$ cat src/rtl/kbd_pkg.sv
// Shared definitions for the PS/2 keyboard receiver.
//   PS2_EXT   - extended-key prefix byte
//   PS2_BREAK - key-release prefix byte
//   KEY_NONE  - bus_keyboard value while no key is held
//   frame_state_t - deframer state
package kbd_pkg;

    localparam logic [7:0] PS2_EXT   = 8'hE0;
    localparam logic [7:0] PS2_BREAK = 8'hF0;
    localparam logic [7:0] KEY_NONE  = 8'hFF;

    typedef enum logic [1:0] {
        IDLE,
        DATA,
        PARITY,
        STOP
    } frame_state_t;

endpackage

$ cat src/rtl/ps2_clk_filter.sv
// PS/2 clock conditioning: 2-flop synchronizer, glitch filter and fall detector.
//   clock      - system clock
//   reset      - asynchronous active-low reset
//   ps2_clk    - raw PS/2 clock line (asynchronous)
//   fall_event - one-cycle pulse in the first cycle the filtered clock is low
// The filtered level only follows the synchronized line after FILTER_LEN
// consecutive samples that differ from it.
module ps2_clk_filter #(
    parameter int unsigned FILTER_LEN = 8
) (
    input  logic clock,
    input  logic reset,
    input  logic ps2_clk,
    output logic fall_event
);

    localparam int unsigned CW = $clog2(FILTER_LEN + 1);
    localparam logic [CW-1:0] CNT_MAX = CW'(FILTER_LEN - 1);

    logic          sync1;
    logic          sync2;
    logic          filt;
    logic [CW-1:0] cnt;

    always_ff @(posedge clock or negedge reset) begin
        if (!reset) begin
            sync1      <= 1'b1;
            sync2      <= 1'b1;
            filt       <= 1'b1;
            cnt        <= '0;
            fall_event <= 1'b0;
        end else begin
            sync1      <= ps2_clk;
            sync2      <= sync1;
            fall_event <= 1'b0;
            if (sync2 == filt) begin
                cnt <= '0;
            end else if (cnt == CNT_MAX) begin
                filt       <= sync2;
                cnt        <= '0;
                fall_event <= filt;
            end else begin
                cnt <= cnt + 1'b1;
            end
        end
    end

endmodule

$ cat src/rtl/ps2_keyboard.sv
// PS/2 keyboard receiver feeding the CPU keyboard byte.
//   clock        - system clock (single domain)
//   reset        - asynchronous active-low reset
//   ps2_clk      - raw PS/2 clock line
//   ps2_data     - raw PS/2 data line
//   bus_keyboard - make code of the held key, KEY_NONE when idle
//   key_valid    - one-cycle pulse whenever a make code is loaded
//   key_ext      - held code was E0-prefixed
//   frame_error  - one-cycle pulse on parity/stop error or timeout
module ps2_keyboard
    import kbd_pkg::*;
#(
    parameter int unsigned FILTER_LEN     = 8,
    parameter int unsigned TIMEOUT_CYCLES = 50000
) (
    input  logic       clock,
    input  logic       reset,
    input  logic       ps2_clk,
    input  logic       ps2_data,
    output logic [7:0] bus_keyboard,
    output logic       key_valid,
    output logic       key_ext,
    output logic       frame_error
);

    localparam int unsigned TW = $clog2(TIMEOUT_CYCLES + 1);
    localparam logic [TW-1:0] TO_MAX = TW'(TIMEOUT_CYCLES - 1);

    logic          fall_event;
    logic          data_s1;
    logic          data_sync;
    frame_state_t  state;
    logic [2:0]    bit_cnt;
    logic [7:0]    shift;
    logic          parity_bit;
    logic [TW-1:0] to_cnt;
    logic          ext_pend;
    logic          brk_pend;

    ps2_clk_filter #(
        .FILTER_LEN(FILTER_LEN)
    ) u_clk_filter (
        .clock      (clock),
        .reset      (reset),
        .ps2_clk    (ps2_clk),
        .fall_event (fall_event)
    );

    always_ff @(posedge clock or negedge reset) begin
        if (!reset) begin
            data_s1   <= 1'b1;
            data_sync <= 1'b1;
        end else begin
            data_s1   <= ps2_data;
            data_sync <= data_s1;
        end
    end

    always_ff @(posedge clock or negedge reset) begin
        if (!reset) begin
            state        <= IDLE;
            bit_cnt      <= '0;
            shift        <= '0;
            parity_bit   <= 1'b0;
            to_cnt       <= '0;
            ext_pend     <= 1'b0;
            brk_pend     <= 1'b0;
            bus_keyboard <= KEY_NONE;
            key_ext      <= 1'b0;
            key_valid    <= 1'b0;
            frame_error  <= 1'b0;
        end else begin
            key_valid   <= 1'b0;
            frame_error <= 1'b0;
            // A fall event takes priority over an expiring timeout.
            if (fall_event) begin
                to_cnt <= '0;
                case (state)
                    IDLE: begin
                        if (!data_sync) begin
                            state   <= DATA;
                            bit_cnt <= '0;
                        end
                    end
                    DATA: begin
                        shift <= {data_sync, shift[7:1]};
                        if (bit_cnt == 3'd7) begin
                            state <= PARITY;
                        end else begin
                            bit_cnt <= bit_cnt + 3'd1;
                        end
                    end
                    PARITY: begin
                        parity_bit <= data_sync;
                        state      <= STOP;
                    end
                    STOP: begin
                        state <= IDLE;
                        if ((^{shift, parity_bit}) && data_sync) begin
                            if (shift == PS2_EXT) begin
                                ext_pend <= 1'b1;
                            end else if (shift == PS2_BREAK) begin
                                brk_pend <= 1'b1;
                            end else begin
                                ext_pend <= 1'b0;
                                brk_pend <= 1'b0;
                                if (brk_pend) begin
                                    // Release only clears the key it names.
                                    if (shift == bus_keyboard && ext_pend == key_ext) begin
                                        bus_keyboard <= KEY_NONE;
                                        key_ext      <= 1'b0;
                                    end
                                end else begin
                                    bus_keyboard <= shift;
                                    key_ext      <= ext_pend;
                                    key_valid    <= 1'b1;
                                end
                            end
                        end else begin
                            frame_error <= 1'b1;
                            ext_pend    <= 1'b0;
                            brk_pend    <= 1'b0;
                        end
                    end
                    default: state <= IDLE;
                endcase
            end else if (state != IDLE) begin
                if (to_cnt == TO_MAX) begin
                    state       <= IDLE;
                    to_cnt      <= '0;
                    frame_error <= 1'b1;
                    ext_pend    <= 1'b0;
                    brk_pend    <= 1'b0;
                end else begin
                    to_cnt <= to_cnt + 1'b1;
                end
            end else begin
                to_cnt <= '0;
            end
        end
    end

endmodule

$ cat config.mk
export PLATFORM = sky130hd
export DESIGN_NAME = ps2_keyboard
export DESIGN_NICKNAME = d
export VERILOG_FILES = /design/src/rtl/kbd_pkg.sv /design/src/rtl/ps2_clk_filter.sv /design/src/rtl/ps2_keyboard.sv
export SDC_FILE = /design/constraint.sdc
export NUM_CORES = 1
export LEC_CHECK = 0
export CORE_ASPECT_RATIO = 1.75
export CORE_MARGIN = 10
export CORE_UTILIZATION = 45
export CTS_CLUSTER_SIZE = 14
export DETAILED_ROUTE_END_ITERATION = 12
export GPL_TIMING_DRIVEN = 0
export PLACE_DENSITY = 0.62
export REMOVE_ABC_BUFFERS = 1
export SLEW_MARGIN = 10
export SYNTH_ARGS = -nofsm -noshare
export SYNTH_HDL_FRONTEND = slang
export SYNTH_SLANG_ARGS = --single-unit
export TNS_END_PERCENT = 5
$ cat constraint.sdc
create_clock -name clock -period 1.9 [get_ports clock]
set_input_delay 0.57 -clock clock [delete_from_list [all_inputs] [get_ports clock]]
set_output_delay 0.57 -clock clock [all_outputs]
set_load 0.03 [all_outputs]
; After elaboration in Yosys (flattened, before gate mapping)
; Cells that the tools add are included.
; Widths: inputs -> output; s select.
[word_totals]
ff_bits = 53
out_inout_bits = 11
[op_classes]
add_sub_neg = 3
n_eq_ne = 19
n_reduce_logical = 16
bitwise_logic = 3
n_mux = 43
[ops]
columns = cell, n
row1 = $mux 16, 3
row2 = $mux 1, 27
row3 = $add 16x1->16 const B, 1
row4 = $eq 16x16->1 const B, 1
row5 = $eq 8x8->1 const B, 2
row6 = $mux 8, 2
row7 = $reduce_and 4->1, 4
row8 = $mux 2, 5
row9 = $ne 3x3->1 const B, 3
row10 = $reduce_xor 9->1, 1
row11 = $eq 8x8->1, 1
row12 = $mux 4, 2
row13 = $pmux 2 s4, 1
row14 = $reduce_bool 2->1, 4
row15 = $mux 3, 2
row16 = $ne 2x2->1 const B, 3
row17 = $pmux 3 s2, 1
row18 = $reduce_and 2->1, 3
row19 = $reduce_and 6->1, 1
row20 = $add 4x1->4 const B, 1
row21 = $eq 2x2->1 const B, 2
row22 = $eq 4x3->1 const B, 1
row23 = $ne 4x4->1 const B, 1
row24 = $add 3x1->3 const B, 1
row25 = other kinds (7), 11

; Logic depth before layout (Yosys ltp)
; Gate-level depths: netlist of the first run.
[logic_depth]
depth_word = 6
mapped_depth = 7

; Cells and area by module
; A second synthesis of the first run with hierarchy kept.
[unflattened]
cells_unflattened = 220
hier_area_um2 = 2536.2
[modules_own_cells]
columns = module, cells_each, instances, area_per_inst_um2, seq_area_each_um2
row1 = ps2_keyboard, 199, 1, 2224.6, 1138.6
row2 = ps2_clk_filter, 21, 1, 311.5, 203.9

; Worst setup path after synthesis of the first run
; Ideal clock, no wire load.
[synth_timing]
path_kind = flip-flop to flip-flop
from = register shift[3]
to = register key_ext
setup_ps = 126
path_stages_with_launch = 7
setup_slack_ps = 102
required_ps = 1774
arrival_ps = 1672
n_path_buf = 1
cell_sequence = dfrtp_1 > xnor2_1 > xnor3_2 > xnor2_2 > and4_1 > buf_6 > o22ai_1
[synth_via]
elab_chain_len = 4
elab_cells_between_ends = 10
cone_classes = 4 x eq/ne / 2 x bitwise / 4 x reduce/logical
[synth_rtl]
columns = item, line
row1 = from (decl), ps2_keyboard.sv:34  ; logic [7:0] shift;
row2 = from (signal assigned), ps2_keyboard.sv:86  ; shift <= {data_sync, shift[7:1]};
row3 = $eq 8x8->1, ps2_keyboard.sv:109  ; if (shift == bus_keyboard && ext_pend == key_ext) begin
row4 = $logic_and 1x1->1, ps2_keyboard.sv:109
row5 = $ne 2x1->1 (no source line), -
row6 = $reduce_and 6->1 (no source line) (*), -
row7 = to (signal assigned), ps2_keyboard.sv:115  ; key_ext <= ext_pend;
row8 = to (decl), ps2_keyboard.sv:22  ; output logic key_ext,
; Mark *: on every way between the ends. The rest lies on a longest branch, timed or not.
; A chain may end at the register's enable or synchronous reset.

; Worst setup path in the final report of the first run
[layout_timing]
from = register shift[3]
to = register bus_keyboard[3]
[layout_via]
elab_chain_len = 4
elab_cells_between_ends = 11
cone_classes = 4 x eq/ne / 1 x mux / 2 x bitwise / 4 x reduce/logical
[layout_rtl]
columns = item, line
row1 = $eq 8x8->1, ps2_keyboard.sv:109
row2 = $logic_and 1x1->1, ps2_keyboard.sv:109
row3 = $ne 2x1->1 (no source line), -
row4 = $reduce_and 6->1 (no source line), -
row5 = to (signal assigned), ps2_keyboard.sv:114  ; bus_keyboard <= shift;
row6 = to (decl), ps2_keyboard.sv:20  ; output logic [7:0] bus_keyboard,
; Parallel ways exist; a longest one is shown, timed or not.

==> metrics, run 1 <==
register area 1344 µm²; Simple-Gate Fraction of Synth Area 0.1471; gr usage total 0.1024; post-CTS setup buffer count 0; worst-margin pin slew ~570 ps; failing checks setup timing; Worst-Skew Late Latency 320 ps; vias per inst ~5.3; FMAX approximately 510 MHz; standard-cell rows 36; Fillers between 500 and 600; Primary FF master, synth dfrtp_1; vias in the first global route 1670; Top Ports 15; kind of critical path flop to flop; DP Cell Count 300; Synth area leader dfrtp_1; Max VDD drop 402.5 µV; root buffer cell clkbuf_8; GR Layer Usage met1 0.1044; data required time of the worst path 2150 ps; asr flop ratio synth 1.000; Seq/Total Area, Yosys 0.5315; Core ar. between 5000 and 6000 µm²; Setup crit start kind flop; Arrival @ worst endpoint around 2200 ps; Synth Area in Compound Gates 0.08271; Ys Warns 0; DP Worst Slack -215.4 ps; crit path from shift[3]; final setup margin -62.29 ps; HPWL after DPL between 3000 and 4000 µm; 1st-iter DRT viols 50; Buffers on Ports 14; most common cell in the synthesized netlist dfrtp_1; Final min period approximately 2000 ps; vias post-DR 1627; synth top area cells dfrtp_1 (40%), dfstp_2 (14%), xnor2_1 (6.6%), mux2_2 (4.9%), ha_1 (4.5%); Fin. Hold Viols 0; CTS clk-pin slew, worst paths 110 ps; gr ovfl total 0; GR Util met3 0.02560; hold_buf cts 0; synthesized cell area between 2000 and 3000 µm²; worst r2r src shift[3]; WL final ~4600 µm; CTS Buf Count 5; commonest cells in the netlist dfrtp_1 (40), nor2_1 (20), xnor2_1 (19); post-synthesis xor/xnor area fraction 0.1129; Finished Layout Cells slightly above 300; mux contribution to synthesized area 0.05696; Die Area ~9000 µm²; RePlAce Congestion just under 0.8; Adder-Cell Fraction of Synth Area 0.04458; initial antenna violation count 0; global-route wire length before repair 7783 µm; drt drc 0; Yosys reg bits 53; H-tree levels 2; Setup Skew ~18 ps; crit-path max FO 9; initial core utilization 0.4597; RSZ-0062 raised after global routing yes; Nets 245; Final Max Slew Viols 0; layout cell share with drive strength beyond 1 0.1888; distinct cell type count after synthesis 42; largest family of logic cells by synthesized area simple AND/OR/NAND/NOR gates; Leak about 1.3 nW; fin crit share 1.033; Antenna Nets Post-Route 0; final setup fails 10; Die Y-Extent 119.1 µm; met2 GRT Util 0.1886; Setup TNS -490.2 ps; top cell type's share of synthesized area 0.3962; EDFF count, synth 0; max-cap violations 0; Cells after Synth 215; status complete, but fails checks; 1st-pass router iterations 4; max_slew headroom 0.6198; area grow syn2layout 13.92%; WL/cell ~15 µm; CTS tree done; P per Cell Area 682.5 nW/µm²; CTS Sinks 53; final core utilization 0.5237; Multi-input gate area 1170 µm²; clk buf depth 2; Top Usage Layer GRT met2; diode count 0; die extent in x roughly 77 µm; crit path capture type flop; syn avg cell area 11.75 µm²; largest net degree at the start of global routing 30; Hold/Removal Path Class input pin to asynchronous set/reset pin
where the power goes:
part	switching (mW)	internal (mW)
combinational	0.0546	0.0503
sequential	0.0302	1.18
clock	0.390	0.262
cell type report:
cell class,instances,share of cell area
inverters,8,0.01043
repair buffers,15,0.05174
multi-input cells,149,0.4065
clock inverters,3,0.007391
clock buffers,5,0.02391
well taps,76,0.03304
flip-flops and latches,53,0.4670
sequential cells by signal, summed over array words and instances, names as in the netlist:
name,cells
u_clk_filter.sync2,1
to_cnt,16
u_clk_filter.cnt,4
u_clk_filter.fall_event,1
u_clk_filter.sync1,1
brk_pend,1
data_sync,1
key_valid,1
ext_pend,1
bus_keyboard,8
key_ext,1
parity_bit,1
data_s1,1
frame_error,1
bit_cnt,3
u_clk_filter.filt,1
state,2
shift,8
layout by cell type (no fill, tap or decap), types with 7 or more instances in the layout:
cell type	netlist	layout
dfrtp_1	40	39
dfstp_2	13	13
dlygate4sd2_1	0	7
ha_1	9	9
inv_1	8	8
mux2_2	11	11
nand2_1	10	10
nand3_1	7	7
nor2_1	20	20
o22a_1	8	8
xnor2_1	19	18
xor2_1	9	9
final timing paths:
kind,end,slack [ps],depth (start not counted)
max,bus_keyboard[3],-60,5
min,state[1],240,1
max reg2reg,bus_keyboard[3],-60,5
min reg2reg,u_clk_filter.sync2,360,0
max in group asynchronous,data_sync,1030,2
min in group clock,u_clk_filter.sync2,360,0
metrics by stage:
stage / hold slack, ps / instance area (µm²) / total power, mW
6_report: 243.8 / 2878 / 1.964
5_1_grt: 264.7 / 2878 / 2.063
4_1_cts: 254.6 / 2824 / 1.998
3_5_place_dp: 346.8 / 2745 / 1.336
3_3_place_gp: 346.8 / 2730 / 1.328
2_1_floorplan: 274.4 / 2495 / 1.285
kinds of logic after synthesis:
| family | after synthesis |
|---|---|
| AND/OR/NAND/NOR | 68 |
| flip-flops | 53 |
| XOR/XNOR | 30 |
| AO/OA/AOI/OAI | 28 |
| buffers and inverters | 14 |
| multiplexers | 13 |
| adder cells (fa/ha/maj) | 9 |
layer usage:
metal / vias to the layer above / routed length [µm]
li1: 789 / -
met2: 18 / 2554
met5: - / 0
met1: 811 / 1836
met4: 0 / 101
met3: 9 / 137
worst max-delay path, cell delays in order (launching register included):
cell and delay (ps):
dfrtp_2 480, xnor2_1 200, xnor3_2 490, xnor2_4 260, nand4b_4 210, o22a_1 240
timing repair:
action                                  CTS  global route
gates resized for setup                  11            12
cloned                                    0             1
pin swaps                                 0             4
endpoints found under the setup margin   20            31
Power figures use the tool's default switching activity.
==> inputs of run 2 (changes only) <==
Settings changed: PLACE_DENSITY 0.62 to 0.67, SKIP_CTS_REPAIR_TIMING set to 1.
==> run 2 against run 1 <==
The run still ends with setup timing left. Combinational power about the same. Cell area increased by 1.0%. First-iteration DRC count increased by 96%. Wire length decreased by 1.9%. Power about the same. Utilization increased by 0.52 points. Sequential power about the same. Hold slack improved by 1.3 ps. Largest power group unchanged. Highest routed layer unchanged.
==> metrics, run 2 (same netlist as run 1, synthesis figures left out) <==
RePlAce Congestion 0.7643 (-1.5%); final setup fails 9 (-1); CTS Sinks 53 (unchanged); max reg flops 16 (unchanged); max_slew headroom 0.6286 (+0.008860); Leak 1.434 nW (+8.7%); max-cap violations 0 (unchanged); critical-path cell list xnor2_2 > xnor3_2 > xnor2_4 > and4_4 > o22ai_1; CTS Buf Count 5 (unchanged); clk buf depth 2 (unchanged); Nets 244 (-0.41%); slowest CP cell dfrtp_2; most common cell after layout, fill and taps aside dfrtp_1; vias per inst 5.412 (+2.8%); kind of critical path flop to flop; final setup margin -39.70 ps (+22.59 ps); vias post-DR 1667 (+2.5%); diode count 0 (unchanged); WL final 4541 µm (-1.9%); root buffer cell clkbuf_8; 1st-pass router iterations 5 (+1); DP Cell Count 300 (unchanged); RSZ-0062 raised after global routing yes; largest net degree at the start of global routing 31 (+3.3%); Worst-Skew Late Latency 310 ps (about the same); drt drc 0 (unchanged); Design Area, Final 2907 µm² (+1.0%); P per Cell Area 675.3 nW/µm² (-1.1%); crit path capture type flop; CTS clk-pin slew, worst paths 110 ps (about the same); Final Max Slew Viols 0 (unchanged); data required time of the worst path 2090 ps (-60 ps); Core ar. 5495 µm² (unchanged); most frequent cells in the layout dfrtp_1 (38), nor2_1 (20), xnor2_1 (18); Top reg by flops to_cnt; failing checks setup timing; Max VDD drop 442.1 µV (+9.9%); initial antenna violation count 0 (unchanged); vias in the first global route 1675 (+0.30%); gr ovfl total 0 (unchanged); Top Ports 15 (unchanged); Antenna Nets Post-Route 0 (unchanged); hold_ws 245.2 ps (+1.340 ps); Reg2Reg Setup Slack -40 ps (+20 ps); 1st-iter DRT viols 98 (+96%); H-tree levels 2 (unchanged); worst-margin pin slew 557.0 ps (-13.29 ps); area grow syn2layout 15.06%; CTS tree done; top flop regs to_cnt: 16 flops, bus_keyboard: 8 flops, shift: 8 flops; status complete, but fails checks; initial core utilization 0.4597 (unchanged); Die Area 9128 µm² (unchanged); Buffers on Ports 14 (unchanged); layout cell share with drive strength beyond 1 0.1897 (+0.0008140); Finished Layout Cells 308 (-0.32%); Fin. Hold Viols 0 (unchanged); gr usage total 0.1019 (-0.0004356); Hold/Removal Path Class input pin to asynchronous set/reset pin; global-route wire length before repair 7693 µm (-1.2%); die extent in x 76.64 µm (unchanged); fin crit share 1.021 (-0.01189); HPWL after DPL 3313 µm (+3.1%); CP max stage delay 480 ps (about the same); FMAX 515.5 MHz (+1.2%); Final min period 1940 ps (-22.59 ps); standard-cell rows 36 (unchanged); Die Y-Extent 119.1 µm (unchanged); dpl cell area 2745 µm² (unchanged); crit-path max FO 9 (unchanged); Setup Skew 12.83 ps (-5.398 ps); Arrival @ worst endpoint 2130 ps (-80 ps); Setup crit start kind flop; WL/cell 14.74 µm (-1.6%)
[run 2: cell type report]
type	instances	area, µm²
multi-input combinational	148	1160
clock inverter	3	25.02
clock buffer	5	68.82
sequential	53	1345
timing repair buffer	15	182.7
inverter	8	30.03
fill	506	2589
tap	76	95.09
[run 2: per-stage QoR]
step | power, mW | setup WS (ps) | TNS, ps | util
floorplan | 1.285 | 42.55 | 0 | -
global placement | 1.328 | -1332 | -64940 | 0.4968
detailed placement | 1.336 | -241.8 | -1986 | 0.4995
CTS | 1.998 | -265.8 | -4164 | 0.5166
global route | 2.052 | -108.3 | -843.1 | 0.5289
finish | 1.963 | -39.70 | -213.8 | 0.5289
[run 2: layer usage]
layer | track usage | wire length (µm) | up-vias
met1 | 0.1032 | 1799 | 846
met3 | 0.02259 | 137 | 5
met2 | 0.1907 | 2543 | 27
li1 | - | - | 789
met4 | 0.04907 | 60 | 0
met5 | 0 | 0 | -
[run 2: worst paths after layout]
kind	depth (start not counted)	start	end
min in group clock	0	data_s1	data_sync
worst max-delay path	5	shift[3]	key_ext
worst max register to register	5	shift[3]	key_ext
max in group asynchronous	2	reset	u_clk_filter.sync2
worst min-delay path	1	reset	shift[1]
worst min register to register	0	data_s1	data_sync
[run 2: where the power goes]
group          leakage (nW)  internal, mW  total, mW  switching [mW]
clock                0.0447         0.267      0.650           0.383
sequential            0.688          1.18       1.21          0.0297
combinational         0.701        0.0506      0.107          0.0563
[run 2: critical path: cells and delay by family, from the launching register on]
kind | cells | cell delay (ps)
AOI/OAI and AO/OA | 1 | 100
xor gates and xnor gates | 3 | 890
DFF | 1 | 480
and+or+nand+nor | 1 | 340
==> inputs of run 3 (changes only) <==
Settings changed: PLACE_DENSITY 0.67 to 0.65.
Clock period 1.9 ns to 2.2 ns, I/O delays scaled along.
==> run 3 against run 2 <==
The run now ends clean. Worst setup slack better by 160 ps. Die area stayed put. Cell count stayed put. Sequential power is 14% lower. Utilization is 0.36 points lower. Via count is 2.9% lower. Sequential share of layout area is 0.23 points higher. Register-to-register slack better by 160 ps. Sequential cell count stayed put. Largest cell class unchanged. Highest routed layer unchanged.
==> metrics, run 3 (same netlist as run 1, synthesis figures left out) <==
critical-path cell list xnor2_1 > xnor3_2 > xnor2_2 > nand4b_2 > o22a_1; drt drc 0 (unchanged); 1st-pass router iterations 4 (-1); Top reg by flops to_cnt; Total Power 1.811 mW (-7.7%); Internal 1.430 mW (-4.3%); reg2reg end bus_keyboard[5]; CP max stage delay 460 ps (-20 ps); Hold/Removal Path Class input pin to asynchronous set/reset pin; worst r2r src shift[3]; P per Cell Area 627.5 nW/µm² (-7.1%); Core ar. 5495 µm² (unchanged); data required time of the worst path 2430 ps (+340 ps); HPWL after DPL 3332 µm (+0.57%); Final min period 2076 ps (+136.1 ps); gr ovfl total 0 (unchanged); CTS tree done; Antenna Nets Post-Route 0 (unchanged); hold_ws 298.0 ps (+52.82 ps); global-route wire length before repair 7935 µm (+3.1%); vias post-DR 1619 (-2.9%); crit-path max FO 9 (unchanged); vias per inst 5.256 (-2.9%); Top Ports 15 (unchanged); H-tree levels 2 (unchanged); Fin. Hold Viols 0 (unchanged); initial antenna violation count 0 (unchanged); most frequent cells in the layout dfrtp_1 (40), nor2_1 (20), xnor2_1 (19); initial core utilization 0.4597 (unchanged); diode count 0 (unchanged); 1st-iter DRT viols 83 (-15%); max reg flops 16 (unchanged); root buffer cell clkbuf_8; RePlAce Congestion 0.8019 (+4.9%); layout cell share with drive strength beyond 1 0.1681 (-0.02155); CTS Buf Count 5 (unchanged); die extent in x 76.64 µm (unchanged); Leak 1.400 nW (-2.3%); WL final 4543 µm (about the same); CTS clk-pin slew, worst paths 100 ps (about the same); dpl cell area 2745 µm² (unchanged); FMAX 481.7 MHz (-6.6%); Die Y-Extent 119.1 µm (unchanged); slowest CP cell dfrtp_1; Fillers 515 (+1.8%); max-cap violations 0 (unchanged); most common cell after layout, fill and taps aside dfrtp_1; CTS Sinks 53 (unchanged); Reg power frac 0.576 (-0.039); status completed; fin crit share 0.9435 (-0.07735); combinational power share 0.049 (-0.005); Worst R2R Path Depth 5 (unchanged); area grow syn2layout 14.26%; Design Area, Final 2887 µm² (-0.69%); RSZ-0062 raised after global routing no; Setup Skew 10.86 ps (-1.974 ps); Final Max Slew Viols 0 (unchanged); clk buf depth 2 (unchanged); kind of critical path flop to flop; Clock Power Share 0.375 (+0.044); Nets 244 (unchanged); switching share of power 0.2108 (-0.02815); Arrival @ worst endpoint 2310 ps (+180 ps); final setup fails 0 (-9); worst-margin pin slew 566.7 ps (+9.643 ps); Reg2Reg Setup Slack 120 ps (+160 ps); vias in the first global route 1708 (+2.0%); WL/cell 14.75 µm (about the same); Multi-input gate area 1124 µm² (-3.1%); Buffers on Ports 14 (unchanged); gr usage total 0.1041 (+0.002198); largest net degree at the start of global routing 35 (+13%); max_slew headroom 0.6222 (-0.006428); Max VDD drop 528.5 µV (+20%); NetSw 0.3818 mW (-19%); crit path capture type flop; register area 1343 µm² (-0.19%); standard-cell rows 36 (unchanged); Setup crit start kind flop; Setup TNS 0 ps (+213.8 ps); top flop regs to_cnt: 16 flops, bus_keyboard: 8 flops, shift: 8 flops; Worst-Skew Late Latency 300 ps (about the same); Die Area 9128 µm² (unchanged)
-- run 3: changes by cell type in the layout (fill, tap and decap cells not counted), sizes merged --
| cell | before | now |
|---|---|---|
| inv | 9 | 8 |
| clkbuf | 5 | 6 |
| bufinv | 0 | 1 |
| dlymetal6s2s | 11 | 8 |
| clkdlybuf4s50 | 2 | 5 |
| clkinv | 1 | 0 |
-- run 3: per-stage QoR --
| step | setup WS (ps) | cells | utilization |
|---|---|---|---|
| finish | 124.2 | 308 | 0.5253 |
| floorplan | 342.5 | 209 | - |
| global route | 1.663 | 308 | 0.5253 |
| global placement | -1113 | 299 | 0.4968 |
| CTS | -26.30 | 308 | 0.5214 |
| detailed placement | 65.58 | 300 | 0.4995 |
-- run 3: how the worst max path moves through the flow --
stage                                to       startpoint  slack [ps]
global route            bus_keyboard[3]         shift[3]           2
global placement    u_clk_filter.cnt[3]            reset       -1110
CTS                     bus_keyboard[6]  bus_keyboard[6]         -30
finish                  bus_keyboard[5]         shift[3]         120
floorplan                       key_ext         shift[3]         340
detailed placement      bus_keyboard[6]         shift[3]          70
-- run 3: power by group through the flow --
stage,Sequential [mW],Combinational (mW),Clock [mW]
floorplan,1.05,0.0558,0
global placement,1.06,0.0883,0
detailed placement,1.06,0.0930,0
CTS,1.04,0.0933,0.709
global route,1.05,0.103,0.756
finish,1.04,0.0890,0.680
-- run 3: final cells by class --
type | count | area share
Sequential cell | 53 | 0.4651
Tap cell | 76 | 0.03294
Multi-Input combinational cell | 148 | 0.3893
Inverter | 8 | 0.01040
Clock inverter | 2 | 0.01300
Timing Repair Buffer | 15 | 0.06068
Clock buffer | 6 | 0.02861
-- run 3: per-layer routing --
metal	wire length, µm	vias up	track usage
met5	0	-	0
met4	52	0	0.03855
met3	128	4	0.02410
met2	2536	24	0.1923
met1	1826	804	0.1115
li1	-	787	-
-- run 3: worst max-delay path, delay by kind of cell (launching register included) --
family,cells,cell delay (ps)
AO/OA/AOI/OAI,1,300
AND/OR/NAND/NOR,1,310
flip-flops,1,460
XOR/XNOR,3,940
